**src/rtl/backend_seq_nch.sv**
```systemverilog
// Mixed-signal backend controller: oversampled serial config receiver with even-parity check,
// staggered VCO / per-channel reset release and ready, live gain updates after startup.
//
//   state     | meaning
//   S_WAIT_CFG | idle, waiting for first valid config frame
//   S_DLY_VCO  | counting down to VCO reset release
//   S_DLY_CH   | counting down to release of channel r_ch
//   S_DLY_RDY  | counting down from last channel release to ready
//   S_READY    | startup complete, only gain updates remain
module backend_seq_nch #(
  parameter int NUM_CH  = 2,
  parameter int GAIN_W  = 3,
  parameter int VCO_DLY = 2,
  parameter int CH_DLY  = 10,
  parameter int RDY_DLY = 10
) (
  input  logic                       i_clk,
  input  logic                       i_resetAll,
  input  logic                       i_sclk,
  input  logic                       i_sen,
  input  logic                       i_sdin,
  output logic [NUM_CH*GAIN_W-1:0]   o_gain,
  output logic                       o_resetbvco,
  output logic [NUM_CH-1:0]          o_resetb,
  output logic                       o_ready,
  output logic                       o_cfg_err,
  output logic                       o_busy
);

  localparam int FRAME_W = NUM_CH*GAIN_W + 1;
  localparam int BCNT_W  = $clog2(FRAME_W + 2);
  localparam int MAX_A   = (VCO_DLY > CH_DLY) ? VCO_DLY : CH_DLY;
  localparam int MAX_DLY = (MAX_A > RDY_DLY) ? MAX_A : RDY_DLY;
  localparam int DLY_W   = $clog2(MAX_DLY + 1);
  localparam int CH_W    = (NUM_CH > 1) ? $clog2(NUM_CH) : 1;

  typedef enum logic [2:0] {
    S_WAIT_CFG,
    S_DLY_VCO,
    S_DLY_CH,
    S_DLY_RDY,
    S_READY
  } state_t;

  logic [1:0]              r_sclk_sync, r_sen_sync, r_sdin_sync;
  logic                    r_sclk_d, r_sen_d;
  logic [FRAME_W-1:0]      r_sr;
  logic [BCNT_W-1:0]       r_bcnt;
  logic [NUM_CH*GAIN_W-1:0] r_gain;
  logic                    r_cfg_err;
  state_t                  r_state;
  logic [DLY_W-1:0]        r_dly;
  logic [CH_W-1:0]         r_ch;
  logic                    r_vco, r_ready, r_busy;
  logic [NUM_CH-1:0]       r_resetb;

  logic                    w_sclk_s, w_sen_s, w_sdin_s;
  logic                    w_sclk_rise, w_sen_rise, w_sen_fall, w_capture;
  logic [BCNT_W-1:0]       w_bcnt_base, w_bcnt_nxt;
  logic [FRAME_W-1:0]      w_sr_nxt;
  logic                    w_frame_ok, w_frame_bad;

  always_ff @(posedge i_clk or posedge i_resetAll) begin
    if (i_resetAll) begin
      r_sclk_sync <= '0;
      r_sen_sync  <= '0;
      r_sdin_sync <= '0;
      r_sclk_d    <= 1'b0;
      r_sen_d     <= 1'b0;
    end else begin
      r_sclk_sync <= {r_sclk_sync[0], i_sclk};
      r_sen_sync  <= {r_sen_sync[0], i_sen};
      r_sdin_sync <= {r_sdin_sync[0], i_sdin};
      r_sclk_d    <= w_sclk_s;
      r_sen_d     <= w_sen_s;
    end
  end

  assign w_sclk_s    = r_sclk_sync[1];
  assign w_sen_s     = r_sen_sync[1];
  assign w_sdin_s    = r_sdin_sync[1];
  assign w_sclk_rise = w_sclk_s & ~r_sclk_d;
  assign w_sen_rise  = w_sen_s & ~r_sen_d;
  assign w_sen_fall  = ~w_sen_s & r_sen_d;
  // A clock rise coinciding with the enable fall still belongs to the frame.
  assign w_capture   = w_sclk_rise & (w_sen_s | r_sen_d);

  always_comb begin
    w_bcnt_base = w_sen_rise ? '0 : r_bcnt;
    w_bcnt_nxt  = w_bcnt_base;
    w_sr_nxt    = r_sr;
    if (w_capture) begin
      w_sr_nxt = {r_sr[FRAME_W-2:0], w_sdin_s};
      if (w_bcnt_base != BCNT_W'(FRAME_W + 1)) w_bcnt_nxt = w_bcnt_base + 1'b1;
    end
  end

  assign w_frame_ok  = w_sen_fall & (w_bcnt_nxt == BCNT_W'(FRAME_W)) & ~(^w_sr_nxt);
  assign w_frame_bad = w_sen_fall & ~w_frame_ok;

  always_ff @(posedge i_clk or posedge i_resetAll) begin
    if (i_resetAll) begin
      r_sr      <= '0;
      r_bcnt    <= '0;
      r_gain    <= '0;
      r_cfg_err <= 1'b0;
      r_state   <= S_WAIT_CFG;
      r_dly     <= '0;
      r_ch      <= '0;
      r_vco     <= 1'b0;
      r_resetb  <= '0;
      r_ready   <= 1'b0;
      r_busy    <= 1'b0;
    end else begin
      r_sr      <= w_sr_nxt;
      r_bcnt    <= w_bcnt_nxt;
      r_cfg_err <= w_frame_bad;
      if (w_frame_ok) r_gain <= w_sr_nxt[FRAME_W-1:1];
      case (r_state)
        S_WAIT_CFG: begin
          r_busy <= 1'b0;
          if (w_frame_ok) begin
            r_dly   <= DLY_W'(VCO_DLY - 1);
            r_state <= S_DLY_VCO;
          end
        end
        S_DLY_VCO: begin
          r_busy <= 1'b1;
          if (r_dly == '0) begin
            r_vco   <= 1'b1;
            r_ch    <= '0;
            r_dly   <= DLY_W'(CH_DLY - 1);
            r_state <= S_DLY_CH;
          end else begin
            r_dly <= r_dly - 1'b1;
          end
        end
        S_DLY_CH: begin
          r_busy <= 1'b1;
          if (r_dly == '0) begin
            r_resetb[r_ch] <= 1'b1;
            if (r_ch == CH_W'(NUM_CH - 1)) begin
              r_dly   <= DLY_W'(RDY_DLY - 1);
              r_state <= S_DLY_RDY;
            end else begin
              r_ch  <= r_ch + 1'b1;
              r_dly <= DLY_W'(CH_DLY - 1);
            end
          end else begin
            r_dly <= r_dly - 1'b1;
          end
        end
        S_DLY_RDY: begin
          if (r_dly == '0) begin
            r_ready <= 1'b1;
            r_busy  <= 1'b0;
            r_state <= S_READY;
          end else begin
            r_busy <= 1'b1;
            r_dly  <= r_dly - 1'b1;
          end
        end
        S_READY: r_busy <= 1'b0;
        default: r_state <= S_WAIT_CFG;
      endcase
    end
  end

  assign o_gain      = r_gain;
  assign o_resetbvco = r_vco;
  assign o_resetb    = r_resetb;
  assign o_ready     = r_ready;
  assign o_cfg_err   = r_cfg_err;
  assign o_busy      = r_busy;

endmodule

```
**config.mk**
```make
export PLATFORM = sky130hd
export DESIGN_NAME = backend_seq_nch
export DESIGN_NICKNAME = d
export VERILOG_FILES = /design/src/rtl/backend_seq_nch.sv
export SDC_FILE = /design/constraint.sdc
export NUM_CORES = 1
export LEC_CHECK = 0
export CORE_MARGIN = 2
export CORE_UTILIZATION = 40
export CTS_BUF_LIST = sky130_fd_sc_hd__clkbuf_16
export DETAILED_ROUTE_END_ITERATION = 16
export GPL_ROUTABILITY_DRIVEN = 0
export REMOVE_ABC_BUFFERS = 1
export SLEW_MARGIN = 15
export SYNTH_ARGS = -nofsm -noshare
export SYNTH_HDL_FRONTEND = slang
export SYNTH_SLANG_ARGS = --single-unit
```
**constraint.sdc**
```tcl
create_clock -name i_clk -period 2.5 [get_ports i_clk]
set_clock_uncertainty 0.2 [all_clocks]
set_input_delay 0.25 -clock i_clk [delete_from_list [all_inputs] [get_ports i_clk]]
set_output_delay 0.25 -clock i_clk [all_outputs]
set_load 0.05 [all_outputs]
```
* Word level (Yosys, flattened, before mapping)
Index checks and enable logic that the tools add are counted.
Storage, ports and cells: flip-flop bits (word level) 39, input port bits 5, output and inout bits 12, word-level logic and storage cells 85
Operators by class: $add $sub $neg 3, $lt $le $gt $ge 2, equality and inequality tests 12, muxes and demuxes 22, bitwise operators 15, reduce and logical (&&, ||, !) cells 15
Operators by type and width (number):
- two-way mux 4 bit | 6
- two-way mux 3 bit | 5
- case mux 3 bit (5 select lines) | 1
- != test 2 bit (second input constant) | 6
- case mux 4 bit (3 select lines) | 1
- AND 1 bit | 7
- two-way mux 7 bit | 1
- XOR reduction 7 bit | 1
- equality test 3 x 2 -> 1 bit (second input constant) | 2
- inverter 1 bit | 6
- AND reduction 2 bit | 3
- AND reduction 3 bit | 2
- AND reduction 6 bit | 1
- nonzero test 3 bit | 2
- two-way mux 1 bit | 5
- adder 4 x 1 -> 4 bit (second input constant) | 1
- equality test 4 x 3 -> 1 bit (second input constant) | 1
- zero test 4 bit | 1
- != test 4 bit (second input constant) | 1
- OR reduction 2 bit | 2
- subtractor 4 x 1 -> 4 bit (second input constant) | 1
- equality test 3 x 1 -> 1 bit (second input constant) | 1
- equality test 3 bit (second input constant) | 1
- zero test 3 bit | 1
- other kinds (10) | 10

* Longest topological paths before layout
word-level depth 11, depth in mapped cells 10, mapped depth without buffers 9

* Least setup slack after synthesis
Ideal clock, no wire load.
path type register to register, from reg r_sen_d, to reg r_gain[0], in the netlist o_gain[0], setup time 125 ps, arrival time 1992 ps, required time 2175 ps, path slack 183 ps, stages on the path, launching flop included 11, buffers on the path 1, clock period less this slack 2317 ps, cell sequence dfrtp_1 -> nand2b_1 -> nand2_1 -> ha_1 -> nand2_1 -> xnor2_1 -> o21a_1 -> o22ai_1 -> and4_4 -> buf_6 -> mux2_4
Between the ends: word-level cells in the longest chain between the ends 9, elaborated cells between the ends (all ways) 16, those cells by class add/sub (1); eq/ne (2); mux (4); bitwise (8); reduce/logical (1)
Ends and longest elaborated chain:
- start, declared | line 46 | logic r_sclk_d, r_sen_d;
- start signal, assigned | line 75 | r_sen_d <= w_sen_s;
- inverter 1 bit | line 83 | assign w_sen_rise = w_sen_s & ~r_sen_d;
- AND 1 bit | line 83
- two-way mux 4 bit | line 89 | w_bcnt_base = w_sen_rise ? '0 : r_bcnt;
- adder 4 x 1 -> 4 bit or != test 4 bit (tied branches) | line 94 | if (w_bcnt_base != BCNT_W'(FRAME_W + 1)) w_bcnt_nxt = w_bcnt_base + 1'b1;
- two-way mux 4 bit | line 94
- two-way mux 4 bit | line 92 | if (w_capture) begin
- equality test 4 x 3 -> 1 bit | line 98 | assign w_frame_ok = w_sen_fall & (w_bcnt_nxt == BCNT_W'(FRAME_W)) & ~(^w_sr_nxt);
- AND 1 bit (2 in a row) | line 98
- end signal, assigned | line 118 | if (w_frame_ok) r_gain <= w_sr_nxt[FRAME_W-1:1];
- end, declared | line 49 | logic [NUM_CH*GAIN_W-1:0] r_gain;
Parallel ways exist; a longest one is shown, timed or not. A chain may end at the register's enable or synchronous reset.

* Final worst setup path
from reg r_sen_d, to reg r_gain[4], in the netlist o_gain[4]
Same word-level chain as after synthesis.

==> flow_metrics.tcl <==
set metrics [dict create \
    dieArea_um2 5034 \
    worstPathMaxFanout 7 \
    num_antenna_cells 0 \
    cts_max_path_buffers 2 \
    path_clk_slew_ps 50 \
    die_w_um 70.95 \
    synth_ff_type "dfrtp_1" \
    grt_pass1_wl_um 5658 \
    fin_nets 189 \
    multi_input_area_um2 788.3 \
    io-pin-count 17 \
    grt_pass1_vias 1283 \
    yosys-top-cells-area "dfrtp_1, mux2_2, xnor2_1" \
    fillers 395 \
    port_buffers 16 \
    timing.hold.ws_ps 146.4 \
    p_total_mw 2.447 \
    grt_setup_unrepaired "no" \
    synth.cell_area_um2 1793 \
    drive_gt1_frac 0.2044 \
    arrival_ps 2360 \
    critPathRequiredTime_ps 2460 \
    synth-edff-count 0 \
    grt_max_degree 40 \
    p_per_area_nw_per_um2 1102 \
    synth_seq_cells 39 \
    rows 24 \
    drtIter0Drc 74 \
    fin_tns_setup_ps 0 \
    cts_tree "done" \
    syn_area_per_cell_um2 11.42 \
    detail-route-antenna-nets 0 \
    vdd_ir_drop_max_v 0.0007586 \
    route.vias.total 1230 \
    slew_violations 0 \
    dr.pass1.iters 5 \
    ys.warnings.count 0 \
    overflow 0 \
    synthSimpleGateAreaFrac 0.1291 \
    grt_usage 0.1437 \
    vias_per_cell 5.279 \
    finalCritPeriodShare 0.9599 \
    wirelength_um 3267 \
    die_h_um 70.95 \
    hpwl_um 2250 \
    dpl_worst_slack_ps 19.15 \
    numCtsBuffers 5 \
    hold_class "reg -> reg" \
    endpoint_kind "flip-flop" \
    regArea_um2 975.9 \
    clk_latency_ps 280 \
    synth_largest_area_cell "dfrtp_1" \
    critical_path.startpoint_type "flip-flop" \
    p_leak_nw 1.020 \
    synth_xor_area_frac 0.04396 \
    setup_ws_ps 100.2 \
    fmax_mhz 416.7 \
    clock-root-buffer "clkbuf_16" \
    worst_slew_pin_slew_ps 503.6 \
    core_area_um2 4324 \
    maxCapViolCount 0 \
    fin_crit_ps 2400 \
    slew_headroom 0.6632 \
    antenna_found_initial 0 \
    synth.top_cell.area_share 0.5443 \
    initial_core_util 0.4146 \
    cts-htree-levels 2 \
    ctsHoldBuffers 0 \
    synth_top_family_by_area "simple AND/OR/NAND/NOR gates" \
    area_growth_pct 23.87 \
    finalHoldViolCount 0 \
    async_flop_share 1.000 \
    wire_per_inst_um 14.02 \
    numClockSinks 39 \
    postCtsSetupRepairBufs 0 \
    drc_errors 0 \
    synth-adder-area-share 0.02791 \
    synth_cell_types 36 \
    yosysSeqAreaShare 0.5443 \
    synth_mux_area_frac 0.1124 \
    netlist_instances 157 \
    path_class "reg -> reg" \
    setup_violations 0 \
    status "completed" \
    synth_compound_area_frac 0.1110 \
]
[final cells by class]
class,count,share of cell area
clock buffer,5,0.05634
clock inverter,3,0.01746
inverter,8,0.01352
sequential,39,0.4394
tap,52,0.02930
timing repair buffer,21,0.08901
multi-input combinational,105,0.3549
[final timing paths]
path / start / to / slack [ps] / depth (start not counted)
worst min register to register: r_sclk_sync[0] / r_sclk_sync[1] / 150 / 0
min in group asynchronous: i_resetAll / r_dly[3] / 210 / 3
max in group asynchronous: i_resetAll / r_sdin_sync[1] / 1550 / 3
worst max-delay path: r_sen_d / o_gain[4] / 100 / 9
worst max register to register: r_sen_d / o_gain[4] / 100 / 9
worst min-delay path: r_sclk_sync[0] / r_sclk_sync[1] / 150 / 0
[routing by layer]
metal  share of wire  up-vias  GRT usage  wire length [µm]
li1                -      591          -                 -
met1            0.45      602     0.1789              1465
met2            0.50       33     0.2285              1631
met3           0.043        4    0.04274               141
met4          0.0089        0    0.07128                29
met5               0        -          0                 0
[per-stage QoR]
step / cell area [µm²] / utilization / std cells
after detailed placement: 2029 / 0.4693 / 225
after global routing: 2221 / 0.5136 / 233
final: 2221 / 0.5136 / 233
after CTS: 2203 / 0.5095 / 233
after floorplan: 1767 / - / 152
after global placement: 2029 / 0.4693 / 225
[registers in the layout, indices dropped and copies added, names as in the netlist, 2 cells and up]
name         count
r_sclk_sync      2
r_dly            4
r_state          3
r_bcnt           4
r_sr             7
r_sen_sync       2
r_sdin_sync      2
o_resetb         2
o_gain           6
[kinds of logic after synthesis]
| kind of cell | after synthesis |
|---|---|
| flip-flops | 39 |
| AO/OA/AOI/OAI | 30 |
| multiplexers | 17 |
| adder cells (fa/ha/maj) | 4 |
| AND/OR/NAND/NOR | 45 |
| XOR/XNOR | 9 |
| buffers and inverters | 13 |
[cell usage after synthesis (2+ instances only)]
| cell | number |
|---|---|
| mux2_2 | 9 |
| ha_1 | 4 |
| mux2i_1 | 4 |
| dfrtp_1 | 39 |
| a41o_1 | 2 |
| nand2b_1 | 2 |
| a211oi_1 | 2 |
| nor2b_1 | 4 |
| a31oi_1 | 2 |
| inv_1 | 8 |
| nand2_1 | 9 |
| nor2_1 | 15 |
| mux2_4 | 4 |
| xnor2_1 | 8 |
| nor3_1 | 7 |
| o21ai_0 | 5 |
| clkbuf_1 | 4 |
| o31ai_1 | 2 |
| a21oi_1 | 8 |
| o22ai_1 | 3 |
[worst max-delay path, cell delays in order, from the launching register on]
cell and delay (ps):
dfrtp_1 400, nand2b_4 180, nand2_2 120, ha_4 160
nand2_2 80, xnor2_1 150, o21a_1 180, o22ai_1 150
and4_4 320, mux2_2 350
[repair_timing]
item	4_1_cts	5_1_grt
gates resized for setup	4	3
setup endpoints to repair	2	12
gates cloned	0	0
[cell usage in the layout, fill, tap and decap left out, types with 2 or more instances in the layout]
cell,synthesis,layout
a211oi_1,2,2
a21oi_1,8,8
a31oi_1,2,2
a41o_1,2,2
buf_4,0,5
clkbuf_16,0,5
clkdlybuf4s50_1,0,16
dfrtp_1,39,39
ha_1,4,3
inv_1,8,8
mux2_2,9,9
mux2_4,4,4
mux2i_1,4,4
nand2_1,9,6
nand2_2,0,3
nand2b_4,1,2
nor2_1,15,15
nor2b_1,4,4
nor3_1,7,7
o21ai_0,5,5
o22ai_1,3,3
o31ai_1,2,2
xnor2_1,8,8
[report_power, final]
group / internal (mW) / switching, mW
registers: 0.770 / 0.140
logic: 0.394 / 0.447
clock network: 0.465 / 0.233
Note: power is estimated with default switching activity, not from simulation.
